==> config.mk <==
export PLATFORM = sky130hd
export DESIGN_NAME = flit_input_fifo
export DESIGN_NICKNAME = d
export VERILOG_FILES = /design/src/rtl/flit_input_fifo.sv
export SDC_FILE = /design/constraint.sdc
export NUM_CORES = 1
export LEC_CHECK = 0
export ABC_AREA = 1
export CAP_MARGIN = 10
export CORE_UTILIZATION = 55
export DETAILED_ROUTE_END_ITERATION = 6
export PLACE_DENSITY = 0.8
export SYNTH_ARGS = -nofsm -noshare
export SYNTH_HDL_FRONTEND = slang
export SYNTH_SLANG_ARGS = --single-unit
==> constraint.sdc <==
create_clock -name clk -period 5.8 [get_ports clk]
set_input_delay 0.87 -clock clk [delete_from_list [all_inputs] [get_ports clk]]
set_output_delay 0.87 -clock clk [all_outputs]
set_load 0.02 [all_outputs]
==> src/rtl/flit_input_fifo.sv <==
// Per-port router input buffer: circular flit store with first-word-fall-through head,
// one-hot type export for read initiation, occupancy count and sticky error flags.
module flit_input_fifo #(
  parameter int DATA_WIDTH = 32,
  parameter int DEPTH      = 4,
  parameter int ADDR_WIDTH = 2
) (
  input  logic                  clk,
  input  logic                  rst,
  input  logic                  wr_en,
  input  logic [DATA_WIDTH-1:0] din,
  input  logic                  rd_en,
  output logic [DATA_WIDTH-1:0] dout,
  output logic [2:0]            flit_type,
  output logic                  empty,
  output logic                  full,
  output logic [ADDR_WIDTH:0]   count,
  output logic                  overflow,
  output logic                  underflow
);

  localparam logic [ADDR_WIDTH:0] FULL_CNT = (ADDR_WIDTH+1)'(DEPTH);

  logic [DATA_WIDTH-1:0] mem [DEPTH];
  logic [ADDR_WIDTH-1:0] wr_ptr;
  logic [ADDR_WIDTH-1:0] rd_ptr;
  logic                  wr_acc;
  logic                  rd_acc;

  assign empty = (count == '0);
  assign full  = (count == FULL_CNT);

  // A full buffer still takes a write when the head leaves in the same cycle.
  assign wr_acc = wr_en && (!full || rd_en);
  assign rd_acc = rd_en && !empty;

  always_ff @(posedge clk or negedge rst) begin
    if (!rst) begin
      wr_ptr    <= '0;
      rd_ptr    <= '0;
      count     <= '0;
      overflow  <= 1'b0;
      underflow <= 1'b0;
    end else begin
      if (wr_acc) wr_ptr <= wr_ptr + ADDR_WIDTH'(1);
      if (rd_acc) rd_ptr <= rd_ptr + ADDR_WIDTH'(1);
      case ({wr_acc, rd_acc})
        2'b10:   count <= count + (ADDR_WIDTH+1)'(1);
        2'b01:   count <= count - (ADDR_WIDTH+1)'(1);
        default: count <= count;
      endcase
      if (wr_en && full && !rd_en) overflow  <= 1'b1;
      if (rd_en && empty)          underflow <= 1'b1;
    end
  end

  // Flit storage carries no reset; only the pointers and occupancy define validity.
  always_ff @(posedge clk) begin
    if (wr_acc) mem[wr_ptr] <= din;
  end

  assign dout      = empty ? '0 : mem[rd_ptr];
  assign flit_type = dout[DATA_WIDTH-1 -: 3];

endmodule
# After elaboration in Yosys (flattened, before gate mapping)
# Memories as Yosys holds them, arrays and structs flattened.
# Index checks and enable logic that the tools add are counted.
[classes]
add_sub_neg = 4
mul = 0
n_div = 0
magnitude_cmp = 0
eq_ne = 3
shift = 0
muxes = 4
bitwise_logic = 0
reduce_logical = 11
[op_table]
columns = ["operator", "n"]
rows = [
  ["$mux W32", 1],
  ["$pmux W3 S2", 1],
  ["$logic_and A1 B1 Y1", 5],
  ["$add A2 B1 Y2 const B", 2],
  ["$add A3 B1 Y3 const B", 1],
  ["$eq A3 B3 Y1 const B", 1],
  ["$logic_not A1 Y1", 3],
  ["$logic_not A3 Y1", 1],
  ["$sub A3 B1 Y3 const B", 1],
  ["$eq A2 B1 Y1 const B", 1],
  ["$eq A2 B2 Y1 const B", 1],
  ["$mux W1", 2],
  ["$reduce_bool A2 Y1", 1],
  ["$logic_or A1 B1 Y1", 1],
]
[word_totals]
regBits = 9
latch_bits = 0
mem_bits_rw = 128
mem_bits_ro = 0
input_bits = 36
output_inout_bits = 42
mem_count = 1
[memory_table]
columns = ["memory", "depth", "width", "read_ports", "rd_clocked_by_memory_dff", "wr", "line_no", "rtl"]
rows = [
  ["mem", 4, 32, 1, 0, 1, "24", "logic [DATA_WIDTH-1:0] mem [DEPTH];"],
]

# Longest topological paths before layout
[depth]
ltp_word = 6
ltp_mapped = 12
ltp_nobuf = 12

# Worst setup path before layout
# Ideal clock, no wire load.
[synth_timing]
path_type = "input-to-reg"
from = "input rd_en"
to = "memory mem[0][0], enable pin"
arrival_ns = 2.551
required_ns = 5.379
path_slack_ns = 2.828
cell_stages = 4
path_cell_list = "inv_1 nand3_1 nand2_1 nor2_1"
[synth_between]
elab_chain_len = 4
[synth_rtl]
columns = ["item", "line_no", "rtl"]
rows = [
  ["start: declaration", "12", "input logic rd_en,"],
  ["$logic_or A1 B1 Y1", "34", "assign wr_acc = wr_en && (!full || rd_en);"],
  ["$logic_and A1 B1 Y1", "34", ""],
  ["$mux W1", "59", "if (wr_acc) mem[wr_ptr] <= din;"],
  ["$mux W1 (not written as such)", "59", ""],
  ["end: declaration", "24", ""],
]
# No other way between the ends.

# Worst setup path after layout
[layout_timing]
from = "register rd_ptr[0]"
to = "output dout[27]"
[layout_between]
elab_chain_len = 2
[layout_rtl]
columns = ["item", "line_no", "rtl"]
rows = [
  ["start: declaration", "26", "logic [ADDR_WIDTH-1:0] rd_ptr;"],
  ["start signal: assignment", "46", "if (rd_acc) rd_ptr <= rd_ptr + ADDR_WIDTH'(1);"],
  ["$mem_v2 Z4 W32", "n/a", ""],
  ["$mux W32", "62", "assign dout = empty ? '0 : mem[rd_ptr];"],
  ["end: declaration", "13", "output logic [DATA_WIDTH-1:0] dout,"],
]
# No other way between the ends.

==> run summary <==
status -> complete, no violations
kind of critical path -> register to output pin
num rows -> 37
Yosys warning count -> 0
worst reg-to-reg setup slack -> 3.50 ns
Worst VDD drop -> 0.4806 mV
syn nets -> 615
worst hold path class -> register to register
initial core utilization -> 57.27%
critical path fanouts, max -> 65
post-route ant nets -> 0
Placeable Area -> 10460 sq um
fraction of layout instances using a drive strength above 1 -> 5.784%
CTS tree -> built
worst hold path endpoint -> overflow$_DFFE_PN0P_
htree depth -> 4
Post-Syn Area -> 5992 sq um
CTS buffer count -> 17
Critical Path Source Type -> register
Post-Route Setup TNS -> 0 ns
placed cell count -> 761
Pleak -> 3.183 nW
GRT Resource Usage Total -> 23.68%
CP arrival -> 2.71 ns
Post-Place Cell Area -> 6800 sq um
CP bufs+invs -> 2
Max Slew Vio Count -> 0
RSZ-0062 raised after global routing -> no
# DRC -> 0
Worst Skew -> 0.006930 ns
Seq/Total Area, Yosys -> 67.91%
largest net degree at the start of global routing -> 67
# nets final -> 686
initial antenna violation count -> 0
Period Utilization, post-route -> 61.78%
CTS Hold Bufs -> 0
critical-path cell list -> inv_2, nand2_1, nand3_1, a21oi_1, clkdlybuf4s50_1
Final Util -> 70.26%
ANT cells -> 0
PwrDens -> 552.4 nW/um^2
setup bufs post-CTS -> 0
average size of a mapped cell -> 10.46 sq um
TritonRoute pass-1 iters -> 5
die footprint -> 11320 sq um
CP top delay family -> buffers and inverters
Hold Fails Final Rpt -> 0
Root Driver -> clkbuf_8
Worst R2R End -> count[2]$_DFFE_PN0P_
GP Congestion -> 0.7165
wire per inst -> 15.50 microns
routed via count -> 4021
synthesized instance count -> 573
die height -> 106.4 microns
post_cts resized -> 0
Worst Hold Depth -> 1
total gr overflow -> 0
clk_lat worst skew -> 0.52 ns
Port Buffers -> 77
leading area contributor after synthesis -> edfxtp_1
slowest CP cell -> inv_2
Tmin final -> 3.583 ns
initial drt markers -> 281
CTS sink count -> 137
CP max stage delay -> 0.78 ns
Worst-path clk slew -> 0.06 ns
final setup violating endpoints -> 0
first-pass GRT wire length -> 19.83 mm
Worst Tran Pin Value -> 1.090 ns
slew margin rel. -> 27.23%
upper clock frequency limit -> 279.1 MHz
Chip Width -> 106.4 microns
Final Power -> 4.061 mW
CP Capture Type -> output pin
Via density -> 5.071
DPL Wire Length -> 6.761 mm
hold wc startpoint -> overflow$_DFFE_PN0P_
vias in the first global route -> 4164
share of the synthesized area in the top cell type -> 64.15%
fin cells -> 793
design area -> 7351 sq um
I/O pins -> 78
Longest Clk Path Bufs -> 2
Routed WL -> 12.29 mm
P&R area growth vs syn -> 22.68%
Worst EP required -> 4.93 ns
#FFs+latches synth -> 137
reg2reg start -> count[0]$_DFFE_PN0P_
R2R depth -> 10
Netlist cell types -> 20
Area contributors post-synth -> edfxtp_1 (64%), nand2_1 (9.0%), inv_1 (9.0%), nand3_1 (5.7%), dfrtp_1 (3.8%)
max-cap violations -> 0
-- layer usage --
metal  track usage (%)  wire length (microns)  share of wire [%]  vias up
met4             10.02                    217                1.8        0
li1                  -                      -                  -     1946
met5                 0                      0                  0        -
met2             40.54                   6353                 52      156
met1             28.71                   4895                 40     1900
met3             5.579                    823                6.7       19
-- registers in the layout, summed over array words and instances (netlist names) --
register and flops:
count 3, mem 128, overflow 1, rd_ptr 2, underflow 1, wr_ptr 2
-- final cells by class --
type | count | area, sq um
multi-input combinational | 263 | 1226
fill | 782 | 3112
clock buffer | 18 | 417.9
sequential | 137 | 4070
clock inverter | 14 | 132.6
tap | 136 | 170.2
inverter | 146 | 548.0
timing repair buffer | 79 | 785.8
-- through the flow --
step	hold slack [ns]	worst slack [ns]
2_1_floorplan	0.4923	2.828
3_3_place_gp	0.4740	2.730
3_5_place_dp	0.4618	2.616
4_1_cts	0.4871	2.209
5_1_grt	0.5033	2.037
6_report	0.4808	2.217
-- worst reg2reg max path: cells and delay by family (launching register included) --
kind | cells | cell delay [ns]
flops | 1 | 0.44
simple gates | 7 | 1.04
buf+inv | 1 | 0.07
fa+ha+maj | 2 | 0.64
-- Yosys cell counts, drive strengths merged --
library cell,number
a21oi,32
buf,24
clkbuf,3
dfrtp,9
edfxtp,128
fa,1
ha,5
inv,146
nand2,144
nand3,68
nand4,1
nor2,5
nor3,1
o21ai,2
o21bai,2
xnor2,2
-- layout by cell type, fill, tap and decap left out, types with 2 or more instances in the layout --
master           synthesis  final
nand2_1                144    144
inv_1                  143    143
edfxtp_1               128    128
clkdlybuf4s50_1          0     77
nand3_1                 68     68
a21oi_1                 32     32
clkbuf_16                0     16
dfrtp_1                  9      8
ha_1                     5      5
clkinvlp_4               0      5
nor2_4                   0      4
inv_2                    3      3
clkinv_1                 0      3
clkinv_2                 0      3
xnor2_1                  2      2
o21bai_1                 2      2
bufinv_16                0      2
buf_4                    4      2
-- where the power goes --
| part | leakage [nW] | switching (mW) | internal (mW) |
|---|---|---|---|
| Clock | 0.255 | 0.406 | 0.604 |
| Combinational | 1.65 | 1.06 | 0.648 |
| Sequential | 1.28 | 0.0613 | 1.29 |
| Total | 3.18 | 1.52 | 2.54 |
-- cell families (layout without fill, tap and decap cells) --
logic type               after synthesis  count (layout)  share of synthesized area [%]
AND/OR/NAND/NOR                      219             219                          15.20
buffers and inverters                173             257                          12.13
flip-flops                           137             137                          67.91
AO/OA/AOI/OAI                         36              36                          3.090
adder cells (fa/ha/maj)                6               6                          1.378
XOR/XNOR                               2               2                         0.2924
-- worst max-delay path by stage --
stage / start / to / slack [ns] / depth (start not counted)
after floorplan: rd_en / mem[0][0]$_DFFE_PP_ / 2.83 / 4
after global placement: rd_en / mem[2][11]$_DFFE_PP_ / 2.73 / 5
after detailed placement: rd_en / mem[0][6]$_DFFE_PP_ / 2.62 / 5
after CTS: rd_ptr[0]$_DFFE_PN0P_ / dout[27] / 2.21 / 5
after global routing: rd_ptr[0]$_DFFE_PN0P_ / dout[5] / 2.04 / 5
final: rd_ptr[0]$_DFFE_PN0P_ / dout[27] / 2.22 / 5
No activity file was read; power rests on OpenSTA's default activity.
